[src/rtl/mem_arbiter_pkg.sv]
// Shared widths, state encoding and helpers for the unified memory bus arbiter.
package mem_arbiter_pkg;

  localparam int XLEN    = 64;
  localparam int BE_W    = XLEN / 8;
  localparam int IWORD_W = 32;

  typedef enum logic [1:0] {
    ARB_IDLE  = 2'd0,
    ARB_FETCH = 2'd1,
    ARB_DATA  = 2'd2,
    ARB_DONE  = 2'd3
  } arb_state_e;

  // Fetches always move a whole doubleword; the slot is picked on return.
  function automatic logic [XLEN-1:0] fetch_addr(input logic [XLEN-1:0] addr);
    return addr & ~{{(XLEN-3){1'b0}}, 3'b111};
  endfunction

  // Upper word when the fetch address had bit 2 set, lower word otherwise.
  function automatic logic [IWORD_W-1:0] fetch_word(input logic [XLEN-1:0] rdata,
                                                    input logic           sel_hi);
    return sel_hi ? rdata[XLEN-1:IWORD_W] : rdata[IWORD_W-1:0];
  endfunction

endpackage

[src/rtl/mem_arbiter_if.sv]
// Core-side request/response and bus-side signals of the memory arbiter.
interface mem_arbiter_if;
  import mem_arbiter_pkg::*;

  logic               imemReq;
  logic [XLEN-1:0]    imemAddr;
  logic [IWORD_W-1:0] imemRdata;
  logic               imemValid;
  logic               imemFault;

  logic               dmemReq;
  logic               dmemWe;
  logic [XLEN-1:0]    dmemAddr;
  logic [XLEN-1:0]    dmemWdata;
  logic [BE_W-1:0]    dmemBe;
  logic [XLEN-1:0]    dmemRdata;
  logic               dmemValid;
  logic               dmemFault;

  logic               busReq;
  logic               busWe;
  logic [XLEN-1:0]    busAddr;
  logic [XLEN-1:0]    busWdata;
  logic [BE_W-1:0]    busBe;
  logic [XLEN-1:0]    busRdata;
  logic               busReady;

  logic               stallIF;
  logic               stallMEM;

  // The arbiter's own view.
  modport master (
    input  imemReq, imemAddr, dmemReq, dmemWe, dmemAddr, dmemWdata, dmemBe,
    input  busRdata, busReady,
    output imemRdata, imemValid, imemFault, dmemRdata, dmemValid, dmemFault,
    output busReq, busWe, busAddr, busWdata, busBe, stallIF, stallMEM
  );

  // Everything around the arbiter: pipeline requesters and the bus slave.
  modport slave (
    output imemReq, imemAddr, dmemReq, dmemWe, dmemAddr, dmemWdata, dmemBe,
    output busRdata, busReady,
    input  imemRdata, imemValid, imemFault, dmemRdata, dmemValid, dmemFault,
    input  busReq, busWe, busAddr, busWdata, busBe, stallIF, stallMEM
  );

endinterface

[src/rtl/mem_arbiter_watchdog.sv]
// Bus watchdog: counts cycles a transaction has been on the bus.
module mem_arbiter_watchdog #(
  parameter int TIMEOUT_CYCLES = 255
) (
  input  logic clk,
  input  logic reset,
  input  logic i_clear,
  input  logic i_en,
  output logic o_tc
);

  localparam int W = (TIMEOUT_CYCLES > 1) ? $clog2(TIMEOUT_CYCLES) : 1;
  localparam logic [W-1:0] TC = W'(TIMEOUT_CYCLES - 1);

  logic [W-1:0] r_cnt;

  // Clear wins over count so a new grant always starts from zero.
  always_ff @(posedge clk or posedge reset) begin
    if (reset) begin
      r_cnt <= '0;
    end else if (i_clear) begin
      r_cnt <= '0;
    end else if (i_en && (r_cnt != TC)) begin
      r_cnt <= r_cnt + 1'b1;
    end
  end

  // Terminal count is only meaningful while a transaction is on the bus.
  assign o_tc = i_en && (r_cnt == TC);

endmodule

[src/rtl/mem_arbiter.sv]
// Arbiter sharing the single memory bus between instruction fetch and data
// access, one transaction at a time, with a watchdog and fetch anti-starvation.
module mem_arbiter
  import mem_arbiter_pkg::*;
#(
  parameter int TIMEOUT_CYCLES = 255,
  parameter int STARVE_LIMIT   = 4
) (
  input  logic          clk,
  input  logic          reset,
  mem_arbiter_if.master arb
);

  localparam int SW = (STARVE_LIMIT > 0) ? $clog2(STARVE_LIMIT + 1) : 1;
  localparam logic [SW-1:0] STARVE_MAX = SW'(STARVE_LIMIT);

  arb_state_e         r_state;
  logic               r_busReq;
  logic               r_busWe;
  logic [XLEN-1:0]    r_busAddr;
  logic [XLEN-1:0]    r_busWdata;
  logic [BE_W-1:0]    r_busBe;
  logic               r_fetchHi;
  logic [IWORD_W-1:0] r_imemRdata;
  logic [XLEN-1:0]    r_dmemRdata;
  logic               r_imemValid;
  logic               r_dmemValid;
  logic               r_imemFault;
  logic               r_dmemFault;
  logic [SW-1:0]      r_starveCnt;

  logic w_grantData;
  logic w_grantFetch;
  logic w_onBus;
  logic w_wdTc;

  function automatic logic [SW-1:0] starve_inc(input logic [SW-1:0] v);
    return (v == STARVE_MAX) ? v : v + 1'b1;
  endfunction

  // Data normally wins a tie; a fetch that has lost STARVE_LIMIT times wins.
  assign w_grantData  = (r_state == ARB_IDLE) && arb.dmemReq &&
                        !(arb.imemReq && (r_starveCnt == STARVE_MAX));
  assign w_grantFetch = (r_state == ARB_IDLE) && arb.imemReq && !w_grantData;
  assign w_onBus      = (r_state == ARB_FETCH) || (r_state == ARB_DATA);

  mem_arbiter_watchdog #(
    .TIMEOUT_CYCLES(TIMEOUT_CYCLES)
  ) u_watchdog (
    .clk    (clk),
    .reset  (reset),
    .i_clear(w_grantData || w_grantFetch),
    .i_en   (w_onBus),
    .o_tc   (w_wdTc)
  );

  // Transaction sequencer: grant, hold the bus, capture or time out, complete.
  always_ff @(posedge clk or posedge reset) begin
    if (reset) begin
      r_state     <= ARB_IDLE;
      r_busReq    <= 1'b0;
      r_busWe     <= 1'b0;
      r_busAddr   <= '0;
      r_busWdata  <= '0;
      r_busBe     <= '0;
      r_fetchHi   <= 1'b0;
      r_imemRdata <= '0;
      r_dmemRdata <= '0;
      r_imemValid <= 1'b0;
      r_dmemValid <= 1'b0;
      r_imemFault <= 1'b0;
      r_dmemFault <= 1'b0;
      r_starveCnt <= '0;
    end else begin
      r_imemValid <= 1'b0;
      r_dmemValid <= 1'b0;
      r_imemFault <= 1'b0;
      r_dmemFault <= 1'b0;
      case (r_state)
        ARB_IDLE: begin
          if (w_grantData) begin
            r_busReq    <= 1'b1;
            r_busWe     <= arb.dmemWe;
            r_busAddr   <= arb.dmemAddr;
            r_busWdata  <= arb.dmemWdata;
            r_busBe     <= arb.dmemBe;
            r_starveCnt <= arb.imemReq ? starve_inc(r_starveCnt) : '0;
            r_state     <= ARB_DATA;
          end else if (w_grantFetch) begin
            r_busReq    <= 1'b1;
            r_busWe     <= 1'b0;
            r_busAddr   <= fetch_addr(arb.imemAddr);
            r_busWdata  <= '0;
            r_busBe     <= {BE_W{1'b1}};
            r_fetchHi   <= arb.imemAddr[2];
            r_starveCnt <= '0;
            r_state     <= ARB_FETCH;
          end
        end
        ARB_FETCH: begin
          if (arb.busReady) begin
            r_imemRdata <= fetch_word(arb.busRdata, r_fetchHi);
            r_imemValid <= 1'b1;
            r_busReq    <= 1'b0;
            r_state     <= ARB_DONE;
          end else if (w_wdTc) begin
            r_imemRdata <= '0;
            r_imemValid <= 1'b1;
            r_imemFault <= 1'b1;
            r_busReq    <= 1'b0;
            r_state     <= ARB_DONE;
          end
        end
        ARB_DATA: begin
          if (arb.busReady) begin
            r_dmemRdata <= arb.busRdata;
            r_dmemValid <= 1'b1;
            r_busReq    <= 1'b0;
            r_state     <= ARB_DONE;
          end else if (w_wdTc) begin
            r_dmemRdata <= '0;
            r_dmemValid <= 1'b1;
            r_dmemFault <= 1'b1;
            r_busReq    <= 1'b0;
            r_state     <= ARB_DONE;
          end
        end
        default: begin
          r_state <= ARB_IDLE;
        end
      endcase
    end
  end

  assign arb.busReq    = r_busReq;
  assign arb.busWe     = r_busWe;
  assign arb.busAddr   = r_busAddr;
  assign arb.busWdata  = r_busWdata;
  assign arb.busBe     = r_busBe;
  assign arb.imemRdata = r_imemRdata;
  assign arb.imemValid = r_imemValid;
  assign arb.imemFault = r_imemFault;
  assign arb.dmemRdata = r_dmemRdata;
  assign arb.dmemValid = r_dmemValid;
  assign arb.dmemFault = r_dmemFault;

  // A requester stays stalled from request until its completion pulse.
  assign arb.stallIF  = arb.imemReq & ~r_imemValid;
  assign arb.stallMEM = arb.dmemReq & ~r_dmemValid;

endmodule

[src/flat_wrapper.sv]
// flat-port wrapper written by rule: the top's interface ports become plain ports
module mem_arbiter_flat import mem_arbiter_pkg::*;
#(
  parameter int TIMEOUT_CYCLES = 255,
  parameter int STARVE_LIMIT   = 4
)
  (clk, reset, arb_imemReq, arb_imemAddr, arb_dmemReq, arb_dmemWe, arb_dmemAddr, arb_dmemWdata, arb_dmemBe, arb_busRdata, arb_busReady, arb_imemRdata, arb_imemValid, arb_imemFault, arb_dmemRdata, arb_dmemValid, arb_dmemFault, arb_busReq, arb_busWe, arb_busAddr, arb_busWdata, arb_busBe, arb_stallIF, arb_stallMEM);
  mem_arbiter_if arb_i ();
  input  logic clk;
  input  logic reset;
  input wire logic [$bits(arb_i.imemReq)-1:0] arb_imemReq;
  input wire logic [$bits(arb_i.imemAddr)-1:0] arb_imemAddr;
  input wire logic [$bits(arb_i.dmemReq)-1:0] arb_dmemReq;
  input wire logic [$bits(arb_i.dmemWe)-1:0] arb_dmemWe;
  input wire logic [$bits(arb_i.dmemAddr)-1:0] arb_dmemAddr;
  input wire logic [$bits(arb_i.dmemWdata)-1:0] arb_dmemWdata;
  input wire logic [$bits(arb_i.dmemBe)-1:0] arb_dmemBe;
  input wire logic [$bits(arb_i.busRdata)-1:0] arb_busRdata;
  input wire logic [$bits(arb_i.busReady)-1:0] arb_busReady;
  output wire logic [$bits(arb_i.imemRdata)-1:0] arb_imemRdata;
  output wire logic [$bits(arb_i.imemValid)-1:0] arb_imemValid;
  output wire logic [$bits(arb_i.imemFault)-1:0] arb_imemFault;
  output wire logic [$bits(arb_i.dmemRdata)-1:0] arb_dmemRdata;
  output wire logic [$bits(arb_i.dmemValid)-1:0] arb_dmemValid;
  output wire logic [$bits(arb_i.dmemFault)-1:0] arb_dmemFault;
  output wire logic [$bits(arb_i.busReq)-1:0] arb_busReq;
  output wire logic [$bits(arb_i.busWe)-1:0] arb_busWe;
  output wire logic [$bits(arb_i.busAddr)-1:0] arb_busAddr;
  output wire logic [$bits(arb_i.busWdata)-1:0] arb_busWdata;
  output wire logic [$bits(arb_i.busBe)-1:0] arb_busBe;
  output wire logic [$bits(arb_i.stallIF)-1:0] arb_stallIF;
  output wire logic [$bits(arb_i.stallMEM)-1:0] arb_stallMEM;
  assign arb_i.imemReq = arb_imemReq;
  assign arb_i.imemAddr = arb_imemAddr;
  assign arb_i.dmemReq = arb_dmemReq;
  assign arb_i.dmemWe = arb_dmemWe;
  assign arb_i.dmemAddr = arb_dmemAddr;
  assign arb_i.dmemWdata = arb_dmemWdata;
  assign arb_i.dmemBe = arb_dmemBe;
  assign arb_i.busRdata = arb_busRdata;
  assign arb_i.busReady = arb_busReady;
  assign arb_imemRdata = arb_i.imemRdata;
  assign arb_imemValid = arb_i.imemValid;
  assign arb_imemFault = arb_i.imemFault;
  assign arb_dmemRdata = arb_i.dmemRdata;
  assign arb_dmemValid = arb_i.dmemValid;
  assign arb_dmemFault = arb_i.dmemFault;
  assign arb_busReq = arb_i.busReq;
  assign arb_busWe = arb_i.busWe;
  assign arb_busAddr = arb_i.busAddr;
  assign arb_busWdata = arb_i.busWdata;
  assign arb_busBe = arb_i.busBe;
  assign arb_stallIF = arb_i.stallIF;
  assign arb_stallMEM = arb_i.stallMEM;
  mem_arbiter #(.TIMEOUT_CYCLES(TIMEOUT_CYCLES), .STARVE_LIMIT(STARVE_LIMIT)) u_core (.clk(clk), .reset(reset), .arb(arb_i));
endmodule
[config.mk]
export PLATFORM = sky130hd
export DESIGN_NAME = mem_arbiter_flat
export DESIGN_NICKNAME = d
export VERILOG_FILES = /design/src/rtl/mem_arbiter_pkg.sv /design/src/rtl/mem_arbiter_if.sv /design/src/rtl/mem_arbiter_watchdog.sv /design/src/rtl/mem_arbiter.sv /design/src/flat_wrapper.sv
export SDC_FILE = /design/constraint.sdc
export NUM_CORES = 1
export LEC_CHECK = 0
export CORE_AREA = 5 5 194 196
export CTS_CLUSTER_SIZE = 20
export DETAILED_ROUTE_END_ITERATION = 16
export DIE_AREA = 0 0 199 201
export SLEW_MARGIN = 20
export SYNTH_ARGS = -nofsm -noshare
export SYNTH_HDL_FRONTEND = slang
export SYNTH_HIERARCHICAL = 1
export SYNTH_SLANG_ARGS = --single-unit
[constraint.sdc]
create_clock -name clk -period 12.1 [get_ports clk]
set_clock_uncertainty 0.1 [all_clocks]
set_input_delay 1.21 -clock clk [delete_from_list [all_inputs] [get_ports clk]]
set_output_delay 1.21 -clock clk [all_outputs]
set_load 0.01 [all_outputs]
; ---- Yosys cells after proc, flatten, opt, wreduce, memory -nomap -nowiden
; Index checks and enable logic that the tools add are counted.
[classes]
n_reduce_logical = 24
addsub = 2
n_mux = 36
bitwise = 5
eq_ne = 8
[op_table]
columns = cell, count
row1 = 2-to-1 mux 64 bit, 6
row2 = 2-to-1 mux 32 bit, 3
row3 = 2-to-1 mux 8 bit, 4
row4 = 2-to-1 mux 1 bit, 13
row5 = 2-to-1 mux 3 bit, 4
row6 = AND reduction 3 bit, 3
row7 = adder 8 x 1 -> 8 bit (second input constant), 1
row8 = == test 8 bit (second input constant), 1
row9 = 2-to-1 mux 2 bit, 4
row10 = inequality test 8 bit (second input constant), 1
row11 = AND reduction 2 bit, 4
row12 = nonzero test 2 bit, 4
row13 = logical AND 1 bit, 7
row14 = inequality test 3 x 1 -> 1 bit (second input constant), 2
row15 = one-hot mux 2 bit (2 select lines), 1
row16 = adder 3 x 1 -> 3 bit (second input constant), 1
row17 = == test 3 bit (second input constant), 1
row18 = inequality test 3 bit (second input constant), 1
row19 = NOT 1 bit, 3
row20 = bitwise AND 1 bit, 2
row21 = == test 2 x 1 -> 1 bit (second input constant), 1
row22 = == test 2 bit (second input constant), 1
row23 = zero test 1 bit, 2
row24 = zero test 2 bit, 1
row25 = 3 further kinds, 4
[totals]
elab_cells = 90
register_bits = 252

; ---- Logic depth before layout (Yosys ltp)
[depth]
ltp_word = 9
ltp_mapped = 9

; ---- Modules after synthesis
; Netlist, hierarchy kept.
[by_module_without_submodules]
columns = module, area_per_inst_um2, n_inst, seq_area_each_um2, cells_per_inst
row1 = mem_arbiter, 10885.4, 1, 6105.9, 854
row2 = mem_arbiter_watchdog, 499.2, 1, 200.2, 50

; ---- Worst setup path after synthesis
; No wires, ideal clock.
[synth_timing]
kind = input to output
start = input arb_imemReq
end = output arb_stallIF
path_slack_ns = 9.237
required_time_ns = 10.790
arrival_time_ns = 1.553
path_buffers = 1
stages = 2
cell_sequence = buf_4 -> nor2b_1
[synth_between]
elab_chain_cells = 1
[synth_lines]
columns = item, line
row1 = start: declaration, flat_wrapper.sv:11  ; input wire logic [$bits(arb_i.imemReq)-1:0] arb_imemReq;
row2 = bitwise AND 1 bit, mem_arbiter.sv:148  ; assign arb.stallIF = arb.imemReq & ~r_imemValid;
row3 = end: declaration, flat_wrapper.sv:31  ; output wire logic [$bits(arb_i.stallIF)-1:0] arb_stallIF;
; Every way passes these cells.

; ---- Final worst setup path
; Ends and elaborated chain as after synthesis.

==> summary.txt <==
Floorplanning
  • Die area: 40000 um^2
  • Die height: 201 um
  • Initial Util: 0.317
  • Die boundary width: 199 um
  • Num rows: 70
  • I/O pin count: 510
  • Core Box Area: 35900 um^2

Routing
  • Routed len/inst: 20.9 um
  • Final ANT Viol Nets: 0
  • Final WL: 39300 um
  • DRC errors left: 0
  • Initial DRC count: 293
  • Vias post-DR: 8840
  • Via-to-Cell Ratio: 4.69
  • Pre-Repair DR Iteration Count: 4

Worst setup path
  • R2R depth: 7
  • Crit path max fanout: 10
  • CP Cell Sequence: clkdlybuf4s50_1 > nor2b_1 > clkdlybuf4s50_1
  • R2R Path Start: u_core/r_state[0]
  • CP Launch Type: input port
  • Cell mode on critical path: clkdlybuf4s50_1
  • CP max-delay cell: clkdlybuf4s50_1
  • Largest stage delay, worst path: 840 ps
  • Crit end category: output pin
  • CP Data Required Time: 10790 ps
  • Critical Setup Path Class: in -> out
  • R2R Path End: u_core/arb.busAddr[50]
  • Crit path DAT: 2800 ps
  • Worst reg-to-reg setup slack: 9040 ps

Synth
  • Seq/Total Area, Yosys: 0.554
  • Post-synth ARST share: 1.00
  • Cells after Synth: 904
  • Mapped Area: 11400 um^2
  • Syn nets: 1182
  • Synth top cells by count: 252 x dfrtp_1, 100 x mux2i_1, 97 x a22o_1
  • Synthesis Warnings: 6
  • Area leader, netlist: dfrtp_1
  • Main synth FF type: dfrtp_1
  • Yosys cell types: 40
  • Share of the synthesized area in the top cell type: 0.554
  • Average size of a mapped cell: 12.6 um^2
  • Synth area leaders: dfrtp_1 55%, mux2i_1 8.8%, mux2_2 7.6%, a22o_1 7.5%, mux2_4 4.1%
  • Flops & latches, synth: 252
  • Most numerous cell in the Yosys netlist: dfrtp_1
  • Post-synth EDFFs: 0

Timing
  • Max Clk Rate: 243 MHz
  • Worst-margin pin slew: 1100 ps
  • Fin crit period: 4110 ps
  • RSZ-0062 raised after global routing: false
  • Tcrit/Tclk final: 0.340
  • Worst slew margin: 0.270
  • TNS Setup: 0 ps
  • Final hold violation count: 0
  • WHS: 401 ps
  • Slew Viols, Final: 0
  • Setup Viol. Count Final: 0

Placement
  • HPWL after detailed placement: 28700 um
  • Placed cells: 1825
  • I/O Buffers: 507
  • Placer Congestion: 0.801
  • Placed instance area: 16800 um^2

Hold path
  • Worst hold endpoint: u_core/arb.imemRdata[29]
  • Hold wc startpoint: u_core/arb.imemRdata[29]
  • Hold Path Depth: 1
  • Hold Crit Class: reg -> reg

Global routing
  • Total gr overflow: 0
  • Initial antenna violation count: 3
  • Largest net degree at the start of global routing: 102
  • Vias in the first global route: 9556
  • First-pass GRT wire length: 58600 um
  • Tot GR Track Use: 0.187

Clocking
  • Clk_lat worst skew: 560 ps
  • Post-CTS Setup Repair Bufs: 0
  • CTS tree: done
  • H-tree levels: 1
  • Post-CTS resize count: 0
  • Root Buffer: clkbuf_16
  • Clock buffer depth: 3
  • Clk sinks: 252
  • Clock transition at path regs: 50 ps
  • CTS buffer count: 30
  • Cts hold-fix bufs: 0

Pwr
  • VDD IR max: 0.151 mV
  • Pwr dens: 248 nW/um^2
  • P_leak: 0.00792 uW

Status
  • Status: completed

Layout
  • Post-route insts no fill: 1883
  • Synth-to-layout area growth: 57.0%
  • Nets: 1667
  • Share of layout cells above drive strength 1: 0.125
  • Design area: 17900 um^2
  • Final core occ: 0.498

Run
  • Max_cap viols: 0
==> layout by cell type, fill, tap and decap left out, types with 2 or more instances in the layout <==
master / instances
o21ai_0: 3
nand2b_1: 8
a32o_1: 2
inv_1: 79
a22o_1: 97
diode_2: 2
nor4_1: 2
bufinv_16: 5
mux2_2: 77
mux2_1: 25
ha_1: 8
a21oi_1: 5
a21boi_0: 2
o21ai_4: 2
and3b_1: 2
mux2i_1: 100
nor3_1: 4
a311oi_1: 2
buf_4: 8
nand3_1: 4
clkinv_2: 6
clkbuf_16: 31
a211oi_1: 4
nor2_1: 38
clkbuf_1: 7
clkbuf_8: 7
mux2_4: 31
nand2_1: 72
and3_1: 4
nor2b_1: 3
dfrtp_1: 251
clkdlybuf4s50_1: 506
==> how the worst max path moves through the flow <==
stage                           start               endpoint  slack, ps  cells past startpoint
after floorplan                 reset  u_core/arb.busAddr[0]       4090                      1
after global placement          reset       u_core/r_fetchHi       7540                      4
after detailed placement        reset       u_core/r_fetchHi       7570                      4
after CTS                 arb_imemReq            arb_stallIF       7930                      3
after global routing      arb_imemReq            arb_stallIF       7910                      3
final                     arb_imemReq            arb_stallIF       7990                      3
==> metal layers <==
layer	GRT usage	up-vias	wire length [um]
met5	0	-	13
met4	0.0591	2	1080
met3	0.0785	58	4310
met2	0.316	352	19000
met1	0.216	4317	14900
li1	-	4111	-
==> worst max-delay path: cells and delay by family <==
family	cells	cell delay [ps]
simple gates	1	200
buf+inv	2	1390
==> through the flow <==
step | worst slack (ps) | power, uW
floorplan | 4090 | 2450
global placement | 7540 | 3460
detailed placement | 7570 | 3490
CTS | 7930 | 4500
global route | 7910 | 4700
finish | 7990 | 4430
==> logic make-up (layout without fill, tap and decap cells) <==
kind of cell	Yosys count	in the layout	synth area share
XOR/XNOR	1	1	0.000769
adder cells (fa/ha/maj)	8	8	0.00879
buffers and inverters	143	652	0.0592
flip-flops	252	252	0.554
AND/OR/NAND/NOR	143	143	0.0543
multiplexers	233	233	0.230
AO/OA/AOI/OAI	124	124	0.0933
other	0	2	0
==> flip-flops by register name (all words and copies together) (netlist names) <==
signal                   flops
u_core/arb.imemValid         1
u_core/arb.busReq            1
u_core/arb.busAddr          64
u_core/arb.busBe             8
u_core/arb.busWdata         64
u_core/arb.dmemRdata        64
u_core/r_state               2
u_core/arb.dmemValid         1
u_core/r_starveCnt           3
u_core/arb.imemFault         1
u_core/r_fetchHi             1
u_core/u_watchdog/r_cnt      8
u_core/arb.imemRdata        32
u_core/arb.busWe             1
u_core/arb.dmemFault         1
==> where the power goes <==
group          total, uW  internal (uW)  switching, uW
Sequential          1440           1210            233
Combinational       2020           1190            827
Clock                974            615            359
Total               4430           3010           1420
==> cell type report <==
type                            instances  area, um^2
Clock inverter                         11         180
Fill cell                            3243       18000
Tap cell                              468         586
Antenna cell                            2        5.00
Timing Repair Buffer                  516        5140
Sequential cell                       252        6310
Clock buffer                           45         898
Multi-Input combinational cell        509        4450
Inverter                               80         308
Power figures use the tool's default switching activity.
